## src/rtl/dmem_arbiter.sv

```systemverilog
// Two-master arbiter for the single data_memory port: CPU has fixed priority,
// a starvation counter forces debug grants, and a debug lock holds the port for bursts.
module dmem_arbiter #(
    parameter int ADDR_W   = 32,
    parameter int DATA_W   = 32,
    parameter int MAX_WAIT = 8,
    parameter int WAIT_W   = $clog2(MAX_WAIT + 1),
    parameter int OP_W     = 3
) (
    input  logic              clk,
    input  logic              resetn,

    input  logic              cpu_req,
    input  logic              cpu_wr_en,
    input  logic [OP_W-1:0]   cpu_mem_op,
    input  logic [ADDR_W-1:0] cpu_addr,
    input  logic [DATA_W-1:0] cpu_wdata,
    output logic              cpu_gnt,
    output logic              cpu_stall,
    output logic              cpu_rvalid,
    output logic [DATA_W-1:0] cpu_rdata,

    input  logic              dbg_req,
    input  logic              dbg_wr_en,
    input  logic [OP_W-1:0]   dbg_mem_op,
    input  logic [ADDR_W-1:0] dbg_addr,
    input  logic [DATA_W-1:0] dbg_wdata,
    input  logic              dbg_lock,
    output logic              dbg_gnt,
    output logic              dbg_rvalid,
    output logic [DATA_W-1:0] dbg_rdata,

    output logic              mem_wr_en,
    output logic [OP_W-1:0]   mem_op,
    output logic [ADDR_W-1:0] mem_addr,
    output logic [DATA_W-1:0] mem_data_in,
    input  logic [DATA_W-1:0] mem_data_out
);

    typedef enum logic {
        LK_OPEN,
        LK_HELD
    } lock_t;

    lock_t             lock_state;
    logic              locked;
    logic              lock_hold;
    logic              starved;
    logic [WAIT_W-1:0] wait_cnt;
    logic              rpend;
    logic              rsel;
    logic              cpu_rd_gnt;
    logic              dbg_rd_gnt;

    assign locked     = (lock_state == LK_HELD);
    // The lock is honoured only while dbg_lock is still asserted.
    assign lock_hold  = locked & dbg_lock;
    assign starved    = (wait_cnt == WAIT_W'(MAX_WAIT));
    assign cpu_rd_gnt = cpu_gnt & ~cpu_wr_en;
    assign dbg_rd_gnt = dbg_gnt & ~dbg_wr_en;

    always_comb begin
        cpu_gnt = 1'b0;
        dbg_gnt = 1'b0;
        if (resetn) begin
            if (lock_hold) begin
                dbg_gnt = dbg_req;
            end else if (cpu_req && dbg_req) begin
                if (starved) dbg_gnt = 1'b1;
                else         cpu_gnt = 1'b1;
            end else begin
                cpu_gnt = cpu_req;
                dbg_gnt = dbg_req;
            end
        end
    end

    assign cpu_stall = cpu_req & ~cpu_gnt;

    always_comb begin
        mem_wr_en   = 1'b0;
        mem_op      = cpu_mem_op;
        mem_addr    = '0;
        mem_data_in = '0;
        if (cpu_gnt) begin
            mem_wr_en   = cpu_wr_en;
            mem_addr    = cpu_addr;
            mem_data_in = cpu_wdata;
        end else if (dbg_gnt) begin
            mem_wr_en   = dbg_wr_en;
            mem_op      = dbg_mem_op;
            mem_addr    = dbg_addr;
            mem_data_in = dbg_wdata;
        end
    end

    always_ff @(posedge clk or negedge resetn) begin
        if (!resetn) begin
            lock_state <= LK_OPEN;
        end else begin
            case (lock_state)
                LK_OPEN: if (dbg_gnt && dbg_lock) lock_state <= LK_HELD;
                LK_HELD: if (!dbg_lock)           lock_state <= LK_OPEN;
                default:                          lock_state <= LK_OPEN;
            endcase
        end
    end

    // Counts consecutive lost cycles of a pending debug request; frozen while locked.
    always_ff @(posedge clk or negedge resetn) begin
        if (!resetn) begin
            wait_cnt <= '0;
        end else if (!locked) begin
            if (dbg_req && !dbg_gnt) begin
                if (!starved) wait_cnt <= wait_cnt + WAIT_W'(1);
            end else begin
                wait_cnt <= '0;
            end
        end
    end

    always_ff @(posedge clk or negedge resetn) begin
        if (!resetn) begin
            rpend     <= 1'b0;
            rsel      <= 1'b0;
            cpu_rdata <= '0;
            dbg_rdata <= '0;
        end else begin
            rpend <= cpu_rd_gnt | dbg_rd_gnt;
            rsel  <= dbg_rd_gnt;
            if (cpu_rd_gnt) cpu_rdata <= mem_data_out;
            if (dbg_rd_gnt) dbg_rdata <= mem_data_out;
        end
    end

    assign cpu_rvalid = rpend & ~rsel;
    assign dbg_rvalid = rpend & rsel;

    a_one_grant: assert property (@(posedge clk) disable iff (!resetn) !(cpu_gnt && dbg_gnt));

endmodule
```

## config.mk

```make
export PLATFORM = sky130hd
export DESIGN_NAME = dmem_arbiter
export DESIGN_NICKNAME = d
export VERILOG_FILES = /design/src/rtl/dmem_arbiter.sv
export SDC_FILE = /design/constraint.sdc
export NUM_CORES = 1
export LEC_CHECK = 0
export CAP_MARGIN = 30
export CELL_PAD_IN_SITES_DETAIL_PLACEMENT = 0
export CELL_PAD_IN_SITES_GLOBAL_PLACEMENT = 1
export CORE_UTILIZATION = 23
export DETAILED_ROUTE_END_ITERATION = 6
export PLACE_DENSITY = 0.92
export RECOVER_POWER = 25
export SLEW_MARGIN = 30
export SYNTH_ARGS = -nofsm -noshare
export SYNTH_HDL_FRONTEND = slang
export SYNTH_SLANG_ARGS = --single-unit
```

## constraint.sdc

```tcl
create_clock -name clk -period 2.8 [get_ports clk]
set_input_delay 0.56 -clock clk [delete_from_list [all_inputs] [get_ports clk]]
set_output_delay 0.56 -clock clk [all_outputs]
set_load 0.01 [all_outputs]
```

======== Word level (Yosys, flattened, before mapping) ========
Cells that the tools add are included.
storage, ports and cells
  logic and storage cells ................. 47
  flip-flop bits (word level) ............. 71
  output and inout bits ................... 137
  input port bits ......................... 173
cells by class
  reduce and logical (&&, ||, !) cells .... 5
  mux-type cells .......................... 21
  bitwise logic cells ..................... 12
  add/sub/neg operators ................... 1
  equal/unequal tests ..................... 2
operators with widths
  cell                 number
  $mux 32              4
  $mux 1               12
  $mux 4               2
  $and 1x1->1          6
  $mux 3               2
  $not 1->1            5
  $add 4x1->4 const B  1
  $eq 4x4->1 const B   1
  $logic_and 1x1->1    3
  $ne 2x2->1 const B   1
  $pmux 1 s2           1
  $reduce_and 2->1     1
  $logic_not 1->1      1
  $or 1x1->1           1

======== Longest topological paths before layout ========
  depth in word-level cells ............... 9
  gate-level depth with buffers ........... 8
  depth with buffers taken out ............ 5

======== Least setup slack after synthesis ========
No wires, ideal clock.
  path kind ............................... register to output
  from .................................... register wait_cnt[0]
  to ...................................... output mem_addr[0]
  cell stages (with the launch flop) ...... 9
  setup slack ............................. 0.612 ns
  buffers on the path ..................... 3
  data required time ...................... 2.240 ns
  arrival time ............................ 1.628 ns
  cell sequence ........................... dfrtp_1 > inv_1 > ha_1 > nand4b_2 > and3_1 > clkbuf_1 > buf_6 > buf_6 > a22o_1
between the ends
  word-level cells in the longest chain between the ends .. 7
  elaborated cells on any way between the ends .. 11
ends and longest elaborated chain
  item                    RTL line  text
  start, declared         49        logic [WAIT_W-1:0] wait_cnt;
  start signal, assigned  115       if (!starved) wait_cnt <= wait_cnt + WAIT_W'(1);
  $eq 4x4->1 (*)          58        assign starved = (wait_cnt == WAIT_W'(MAX_WAIT));
  $mux 1                  69        if (starved) dbg_gnt = 1'b1;
  $mux 1                  68        end else if (cpu_req && dbg_req) begin
  $mux 1                  66        if (lock_hold) begin
  $mux 1                  65        if (resetn) begin
  $mux 32                 89        end else if (dbg_gnt) begin
  $mux 32 (*)             85        if (cpu_gnt) begin
  end, declared           35        output logic [ADDR_W-1:0] mem_addr,
Mark *: on every way between the ends. The rest lies on a longest branch, timed or not.

======== Worst setup path in the final report ========
  from .................................... register wait_cnt[1]
  to ...................................... output mem_data_in[9]
between the ends
  word-level cells in the longest chain between the ends .. 7
  elaborated cells on any way between the ends .. 11
ends and longest elaborated chain
  item            RTL line  text
  $eq 4x4->1 (*)  58
  $mux 1          69
  $mux 1          68
  $mux 1          66
  $mux 1          65
  $mux 32         89
  $mux 32 (*)     85
  end, declared   36        output logic [DATA_W-1:0] mem_data_in,
Marks and branches as above.

==> out/metrics.cfg <==
[min_path]
hp-class = flop to flop
min_from = dbg_rdata[30]

[synth]
synthCells = 262
ys_async_sr_fraction_pct = 100
seq_area_frac_synth_pct = 50.1
yosys_register_bits = 71
yosysUniqueCellTypes = 28
synth_nets = 437
synth-edff-count = 0
ys.flop_type = dfrtp_1
synthTopCellsByArea = dfrtp_1 (50%), mux2_2 (20%), a22o_1 (16%), buf_6 (2.2%), buf_2 (0.99%)
syn_avg_cell_area_um2 = 13.5
synth_commonest_cells = dfrtp_1 (71), a22o_1 (65), mux2_2 (64)
syn_area_um2 = 3550
netlist.area_leader.share_pct = 50.1
post-synth-top-count-cell = dfrtp_1
synth_area_leader_cell = dfrtp_1
yosysWarnings = 0

[grt]
grt_util_all_layers_pct = 19.3
grt_start_max_net_pins = 76
grt_pass1_wl_mm = 22.9
grt_overflow = 0
antenna_found_initial = 0
grt_pass1_vias = 3861

[run]
cap_violations = 1

[floorplan]
initial_core_util_pct = 23.4
die_h_um = 126
coreArea_um2 = 15100
die_x_um = 126
row_count = 45
dieArea_um2 = 15900
io_pins = 310

[finish]
post-route-cell-area_um2 = 7390
layout-drive-gt1-share_pct = 23.4
fillCellCount = 1344
nets = 768
area_growth_pct = 109

[power_and_ir_drop]
p_clk_share_pct = 32.1
irDropWorstVdd_uv = 454
seqPwrFrac_pct = 33.4
p_total_mw = 4.07
p_int_mw = 3.01
p_leak_nw = 3.35
combPwrFrac_pct = 34.5
power.density_nw_per_um2 = 550
p_switching_mw = 1.05
switching_share_pct = 25.9

[critical_path]
critPathArrivalTime_ps = 2240
crit_fanout = 14
required_ps = 2240
reg2reg_from = wait_cnt[1]
path_class = flop to output port
worst_setup_path_end_kind = output port
cp-start-kind = flop
crit_start = wait_cnt[1]

[detailed_routing]
vias_per_cell = 4.73
wl_per_cell_um = 20.1
dr.pass1.iters = 6
finalWirelength_mm = 15.8
drt_iter0_drc = 179
drtAntennaViolNets = 0
drc_errors = 0
vias = 3719

[placed_design]
port-buffer-count = 309
post_dp_cell_area_um2 = 6970
dp_hpwl_mm = 12.2
gp_congestion = 0.860

[sta]
hold_slack_ps = 496
tightestPinTransition_ps = 1810
grt_setup_unrepaired = true
clock.fmax_mhz = 357
setup_violations = 1
finalCriticalPeriod_ps = 2800
setup_ws_ps = -3.43
finalCritPeriodShare_pct = 100
hold_viol = 0
relSlewSlack_pct = -20.4
fin_worst_skew_ps = 6.90
final_max_slew_viol_count = 76

[clocking]
clock-sinks = 71
root_buffer = clkbuf_16
clk_pin_slew_worst_paths_ps = 60
clk_latency_ps = 330
clockBufferDepth = 2
htree_levels = 3
cts_tree = yes
cts_buffers = 9

[run_status]
status = finished with violations
violations = max-capacitance violations, max-slew violations, negative setup slack

-- sequential cells by signal, indices dropped and copies added (netlist names) --
| register | count |
|---|---|
| rsel | 1 |
| wait_cnt | 4 |
| rpend | 1 |
| dbg_rdata | 32 |
| cpu_rdata | 32 |
| lock_state | 1 |
-- worst max-delay path: stages (launching register included) --
cell             delay (ps)
dfrtp_1                 390
inv_2                    90
ha_4                    150
nand3b_4                130
a21oi_4                 180
bufbuf_16               310
a22o_1                  130
clkdlybuf4s50_1         530
-- layer usage --
layer | track usage (%) | vias up | share of wire, % | routed length [um]
met3 | 6.20 | 14 | 10 | 1590
met2 | 32.5 | 203 | 49 | 7830
met1 | 23.3 | 1829 | 39 | 6200
li1 | - | 1673 | - | -
met4 | 5.67 | 0 | 1.3 | 209
met5 | 0 | - | 0 | 0
-- final cells by class --
cell class              count  area, um^2  area share [%]
inverters                   4        15.0           0.203
flip-flops and latches     71        1780            24.0
multi-input cells         166        1640            22.2
clock buffers              10         229            3.10
clock inverters             6         115            1.56
well taps                 188         235            3.18
diodes                      1        2.50          0.0338
repair buffers            341        3380            45.7
-- placed cells by master, fill, tap and decap left out, drive strengths merged, types with 3 or more instances in the layout --
master         synthesis  final
clkdlybuf4s50          0    235
dfrtp                 71     71
mux2                  67     67
a22o                  65     65
buf                   14     43
dlygate4sd2            0     36
clkbuf                 7     16
dlymetal6s2s           0     10
clkdlybuf4s15          0     10
inv                    4      6
nor2b                  4      4
nand2                  3      3
nand2b                 3      3
nand4                  3      3
bufinv                 0      3
-- path summary, 6_finish.rpt --
kind / slack [ps] / depth (start not counted) / to
worst min register to register: 500 / 1 / dbg_rdata[30]
worst min-delay path: 500 / 1 / dbg_rdata[30]
worst max register to register: 1010 / 6 / dbg_rdata[22]
min in group asynchronous: 860 / 2 / cpu_rdata[8]
worst max-delay path: -3 / 7 / mem_data_in[9]
max in group asynchronous: 860 / 2 / rsel
-- cell families after synthesis --
kind of cell / share of synthesized area [%]
AOI/OAI and AO/OA: 19.1
adders and majority gates: 0.706
muxes: 21.3
buffers and inverters: 4.38
DFF: 50.1
and+or+nand+nor: 4.45
-- power by group through the flow --
stage	combinational [mW]	clock, mW	sequential [mW]
6_report	1.40	1.30	1.36
5_1_grt	1.48	1.38	1.38
3_3_place_gp	1.40	0	1.35
2_1_floorplan	0.367	0	1.46
3_5_place_dp	1.41	0	1.37
4_1_cts	1.42	1.33	1.36
-- through the flow --
step	setup slack, ps	std cells	utilization, %	TNS (ps)
2_1_floorplan	612	262	-	0
3_3_place_gp	-307	759	46.0	-16350
3_5_place_dp	-292	759	46.0	-16130
4_1_cts	-160	781	48.7	-1220
5_1_grt	-82.7	786	48.8	-140
6_report	-3.43	787	48.8	-3.43
-- repair_timing --
action	4_1_cts	5_1_grt
gates cloned	3	0
resized for setup	116	24
hold endpoints to repair	0	0
setup endpoints to repair	71	41
setup buffers	3	5
hold buffers	0	0
pin swaps	5	2
Power figures use the tool's default switching activity.
